$ cat src/rtl/bcd2_down_count.sv
// ---------------------------------------------------------------------------
// bcd2_down_count
//   Two-digit BCD down counter with synchronous parallel load, a preset
//   register, and a one-cycle borrow-out pulse on underflow.
//
//   Parameters
//     RELOAD : 0 -> underflow wraps 00 -> 99
//              1 -> underflow reloads the last loaded preset
//
//   Ports
//     CK   in   1  clock, all state changes on the rising edge
//     AR   in   1  asynchronous active-low reset
//     CE   in   1  count enable (decrement by one)
//     LD   in   1  synchronous load of D (wins over CE)
//     D    in   8  load value, D[7:4] tens, D[3:0] units (digits > 9 clamp to 9)
//     Q    out  8  count, Q[7:4] tens, Q[3:0] units
//     BO   out  1  borrow-out, high for the one cycle after an underflow edge
//     ZERO out  1  combinational, high iff Q == 8'h00
// ---------------------------------------------------------------------------
module bcd2_down_count #(
    parameter bit RELOAD = 1'b0
) (
    input  logic       CK,
    input  logic       AR,
    input  logic       CE,
    input  logic       LD,
    input  logic [7:0] D,
    output logic [7:0] Q,
    output logic       BO,
    output logic       ZERO
);

    localparam int unsigned DigitW = 4;
    localparam int unsigned WordW  = 2 * DigitW;

    localparam logic [DigitW-1:0] DigitZero = DigitW'(0);
    localparam logic [DigitW-1:0] DigitOne  = DigitW'(1);
    localparam logic [DigitW-1:0] DigitNine = DigitW'(9);
    localparam logic [WordW-1:0]  WordZero  = WordW'(8'h00);
    localparam logic [WordW-1:0]  WordNn    = WordW'(8'h99);

    typedef enum logic {
        COUNT = 1'b0,
        UFLOW = 1'b1
    } state_e;

    state_e             state_q, state_d;
    logic [WordW-1:0]   q_q, q_d;
    logic [WordW-1:0]   pre_q, pre_d;
    logic [WordW-1:0]   ld_val;
    logic [DigitW-1:0]  tens, units;
    logic               underflow;

    // Clamp a raw nibble to a legal BCD digit.
    function automatic logic [DigitW-1:0] clamp9(input logic [DigitW-1:0] x);
        return (x > DigitNine) ? DigitNine : x;
    endfunction

    // State, count and preset registers.
    always_ff @(posedge CK or negedge AR) begin
        if (!AR) begin
            state_q <= COUNT;
            q_q     <= WordZero;
            pre_q   <= WordNn;
        end else begin
            state_q <= state_d;
            q_q     <= q_d;
            pre_q   <= pre_d;
        end
    end

    // Next-state: load > count > hold; the decrement works digit by digit.
    always_comb begin
        q_d       = q_q;
        pre_d     = pre_q;
        state_d   = COUNT;
        underflow = 1'b0;
        tens      = q_q[WordW-1:DigitW];
        units     = q_q[DigitW-1:0];
        ld_val    = {clamp9(D[WordW-1:DigitW]), clamp9(D[DigitW-1:0])};

        if (LD) begin
            q_d   = ld_val;
            pre_d = ld_val;
        end else if (CE) begin
            if (units != DigitZero) begin
                q_d = {tens, units - DigitOne};
            end else if (tens != DigitZero) begin
                q_d = {tens - DigitOne, DigitNine};
            end else begin
                underflow = 1'b1;
                q_d       = RELOAD ? pre_q : WordNn;
            end
        end

        // UFLOW lasts exactly as long as underflow edges keep coming.
        if (underflow) begin
            state_d = UFLOW;
        end
    end

    assign Q    = q_q;
    assign BO   = (state_q == UFLOW);
    assign ZERO = (q_q == WordZero);

endmodule
$ cat config.mk
export PLATFORM = sky130hd
export DESIGN_NAME = bcd2_down_count
export DESIGN_NICKNAME = d
export VERILOG_FILES = /design/src/rtl/bcd2_down_count.sv
export SDC_FILE = /design/constraint.sdc
export NUM_CORES = 1
export LEC_CHECK = 0
export CORE_MARGIN = 10
export CORE_UTILIZATION = 30
export DETAILED_ROUTE_END_ITERATION = 8
export HOLD_SLACK_MARGIN = 0.02
export SETUP_SLACK_MARGIN = 0.02
export SKIP_LAST_GASP = 1
export SYNTH_ARGS = -nofsm -noshare
export SYNTH_HDL_FRONTEND = slang
export SYNTH_SLANG_ARGS = --single-unit
$ cat constraint.sdc
create_clock -name CK -period 2.2 [get_ports CK]
set_input_delay 0.44 -clock CK [delete_from_list [all_inputs] [get_ports CK]]
set_output_delay 0.44 -clock CK [all_outputs]
set_load 0.005 [all_outputs]
# Word-level counts from Yosys, hierarchy flattened
# Index checks and enable logic that the tools add are counted.
dict set report op_classes {
  n_addsub 2
  n_lt_le_gt_ge 2
  n_eq_ne 1
  n_mux 11
  reduce_logical 5
}
# cell n
set ops {}
lappend ops {{$mux 8} 4}
lappend ops {{$gt 4x4->1 const B} 2}
lappend ops {{$logic_not 8->1} 1}
lappend ops {{$mux 4} 2}
lappend ops {{$reduce_bool 4->1} 2}
lappend ops {{$sub 4x1->4 const B} 2}
lappend ops {{$mux 1} 5}
lappend ops {{$ne 2x2->1 const B} 1}
lappend ops {{$reduce_and 2->1} 1}
lappend ops {{$reduce_bool 2->1} 1}
dict set report word_totals {
  register_bits 9
  out_inout_bits 10
}

# Longest topological paths before layout
dict set report logic_depth {
  depth_word 6
  depth_mapped 6
}

# Least setup slack after synthesis
# No wires, ideal clock.
dict set report synth_path {
  kind {register to output}
  startpoint {reg q_q[4], in the netlist Q[4]}
  endpoint {out ZERO}
  arrival_time_ps 1117
  required_ps 1760
  setup_slack_ps 643
  stages_incl_launch_ff 5
  n_path_buf 0
  path_cell_list {dfrtp_1 -> inv_1 -> ha_1 -> nor3b_1 -> and2_2}
}
dict set report synth_between {
  elab_chain_len 1
}
# element line_no
set synth_rtl {}
lappend synth_rtl {{from (decl)} 48} ;# logic [WordW-1:0] q_q, q_d;
lappend synth_rtl {{from (signal assigned)} 63} ;# q_q <= WordZero;
lappend synth_rtl {{from (signal assigned)} 67} ;# q_q <= q_d;
lappend synth_rtl {{$logic_not 8->1} 104} ;# assign ZERO = (q_q == WordZero);
lappend synth_rtl {{to (decl)} 30} ;# output logic ZERO
# Every way passes these cells.

# Worst setup path in the final report
# Same ends and word-level chain as after synthesis.

==> results.sh <==
export IMPL_route_vias_total=554
export IMPL_syn_inst=60
export IMPL_hold_violations=0
export IMPL_numCtsBuffers=3
export IMPL_clock_root_buffer="clkbuf_4"
export IMPL_hp_class="primary input to async pin"
export IMPL_grt_max_degree=11
export IMPL_mostFrequentLayoutCell="clkdlybuf4s50_1"
export IMPL_die_w_um=62.7
export IMPL_clk_latency_ns=0.26
export IMPL_setup_viol=0
export IMPL_syn2layout_area_growth_pct=60.0
export IMPL_period_share_pct=81.2
export IMPL_core_area_um2=1730
export IMPL_clk_transition_reported_paths_ns=0.07
export IMPL_firstDrtPassIters=4
export IMPL_start_util_pct=31.7
export IMPL_cp_end_kind="primary output"
export IMPL_io_pins=22
export IMPL_dieArea_um2=3940
export IMPL_cts_tree="done"
export IMPL_power_density_nw_per_um2=589
export IMPL_cp_slowest_cell="dfrtp_1"
export IMPL_cts_buffer_depth=2
export IMPL_ys_types=27
export IMPL_place_hpwl_um=1250
export IMPL_mappedNetlistArea_um2=548
export IMPL_yosysSeqAreaShare_pct=41.1
export IMPL_track_usage_pct=8.35
export IMPL_mappedNetlistNets=73
export IMPL_finalClockSkew_ns=0.00715
export IMPL_antenna_found_initial=0
export IMPL_max_freq_ghz=0.560
export IMPL_io_buffers=21
export IMPL_die_y_um=62.7
export IMPL_critPathMaxStageDelay_ns=0.38
export IMPL_irDropWorstVdd_mv=0.280
export IMPL_cts_sinks=9
export IMPL_leakage_uw=0.000372
export IMPL_mostFrequentLayoutCells="clkdlybuf4s50_1, dfrtp_1, a21oi_1"
export IMPL_htreeDepth=1
export IMPL_status="complete, no violations"
export IMPL_power_total_uw=517
export IMPL_crit_type="flip-flop to primary output"
export IMPL_synth_edf_count=0
export IMPL_critPathLaunchType="flip-flop"
export IMPL_crit_chain="inv_1 -> ha_2 -> nor3b_4 -> and2_4 -> dlymetal6s2s_1"
export IMPL_layout_nets=104
export IMPL_drive_gt1_share_pct=18.9
export IMPL_multiInputGateArea_um2=318
export IMPL_tightest_slew_ns=0.461
export IMPL_totalWireLength_um=1590
export IMPL_ctsHoldBuffers=0
export IMPL_placementRows=15
export IMPL_ys_async_sr_fraction_pct=100
export IMPL_ff_latch_area_um2=225
export IMPL_required_ns=1.76
export IMPL_globalplace_congestion=0.815
export IMPL_yosysWarnings=0
export IMPL_rsz0062_at_grt="false"
export IMPL_critPathMaxFanout=2
export IMPL_worstPathArrival_ns=1.35
export IMPL_period_minus_slack_ns=1.79
export IMPL_avgSynthCellArea_um2=9.13
export IMPL_drv_cap=0
export IMPL_synth_seq_cells=9
export IMPL_fillers=170
export IMPL_grt_pass1_vias=573
export IMPL_slew_viol_final=0
export IMPL_wl_per_cell_um=13.9
export IMPL_grt_pass1_wl_um=2760
export IMPL_viasPerCell=4.82
export IMPL_diodes=0
export IMPL_finalSetupTns_ns=0
export IMPL_drc=0
export IMPL_ys_flop_type="dfrtp_1"
export IMPL_slew_headroom_pct=69.2
export IMPL_grt_ovfl_total=0
export IMPL_ant_nets=0
export IMPL_drt_iter0_markers=3
cells in the mapped netlist, types with 2 or more instances:
library cell  number  area, um^2
a21oi_1            8        40.0
dfrtp_1            9         225
inv_1              3        11.3
nand2_1            3        11.3
nor2_1             4        15.0
nor2b_1            3        18.8
nor3_1             3        15.0
o21a_1             2        15.0
o21ai_0            7        35.0
worst paths after layout:
kind,start,to,slack [ns],cells after the start
hold reg to reg,Q[3],Q[3],0.64,2
setup / recovery,Q[4],ZERO,0.41,5
setup reg to reg,Q[0],Q[7],0.66,5
max in group asynchronous,AR,Q[7],1.38,1
hold / removal,AR,Q[0],0.50,1
min in group CK,Q[3],Q[3],0.64,2
what timing repair did:
action	4_1_cts	5_1_grt
endpoints found under the hold margin	0	0
setup buffers	4	0
endpoints found under the setup margin	1	1
pin swaps	1	0
resized for setup	3	2
cells by family after synthesis:
group	Yosys count	synth area share [%]
AND/OR/NAND/NOR	20	23.7
multiplexers	1	1.83
buffers and inverters	5	3.65
AO/OA/AOI/OAI	23	25.8
adder cells (fa/ha/maj)	1	2.28
XOR/XNOR	1	1.60
flip-flops	9	41.1
state kept, by name, summed over array words and instances (netlist names):
register and cells:
Q 8, BO 1
critical path: cells and delay by family, from the launching register on:
| kind | cells | cell delay [ns] |
|---|---|---|
| AND/OR/NAND/NOR | 2 | 0.35 |
| adder cells (fa/ha/maj) | 1 | 0.17 |
| flip-flops | 1 | 0.38 |
| buffers and inverters | 2 | 0.20 |
layer usage:
metal | share of wire [%] | vias to the layer above | GRT usage (%)
met5 | 0 | - | 0
met4 | 0.56 | 0 | 4.19
met3 | 3.1 | 2 | 2.15
met2 | 45 | 13 | 11.5
met1 | 51 | 261 | 11.4
li1 | - | 278 | -
area by class of cell:
cell class	count	share of cell area [%]
Inverter	3	1.28
Clock buffer	4	3.00
Timing Repair Buffer	28	30.2
Multi-Input combinational cell	46	36.2
Tap cell	25	3.57
Sequential cell	9	25.7
through the flow:
stage | cell area [um^2] | hold WS (ns) | setup WS, ns | cells | utilization, %
finish | 877 | 0.498 | 0.413 | 115 | 50.8
floorplan | 548 | 0.144 | 0.643 | 60 | -
global route | 877 | 0.526 | 0.306 | 115 | 50.8
CTS | 873 | 0.508 | 0.0208 | 115 | 50.6
global placement | 803 | 0.610 | 0.153 | 107 | 46.5
detailed placement | 803 | 0.627 | 0.0989 | 107 | 46.5
power by group:
group          switching (uW)  total, uW  internal (uW)  leakage, uW
registers                26.5        210            184     0.000111
logic                    68.4        176            107     0.000247
clock network            60.9        131           69.9    0.0000150
total                     156        517            361     0.000372
Note: power is estimated with default switching activity, not from simulation.
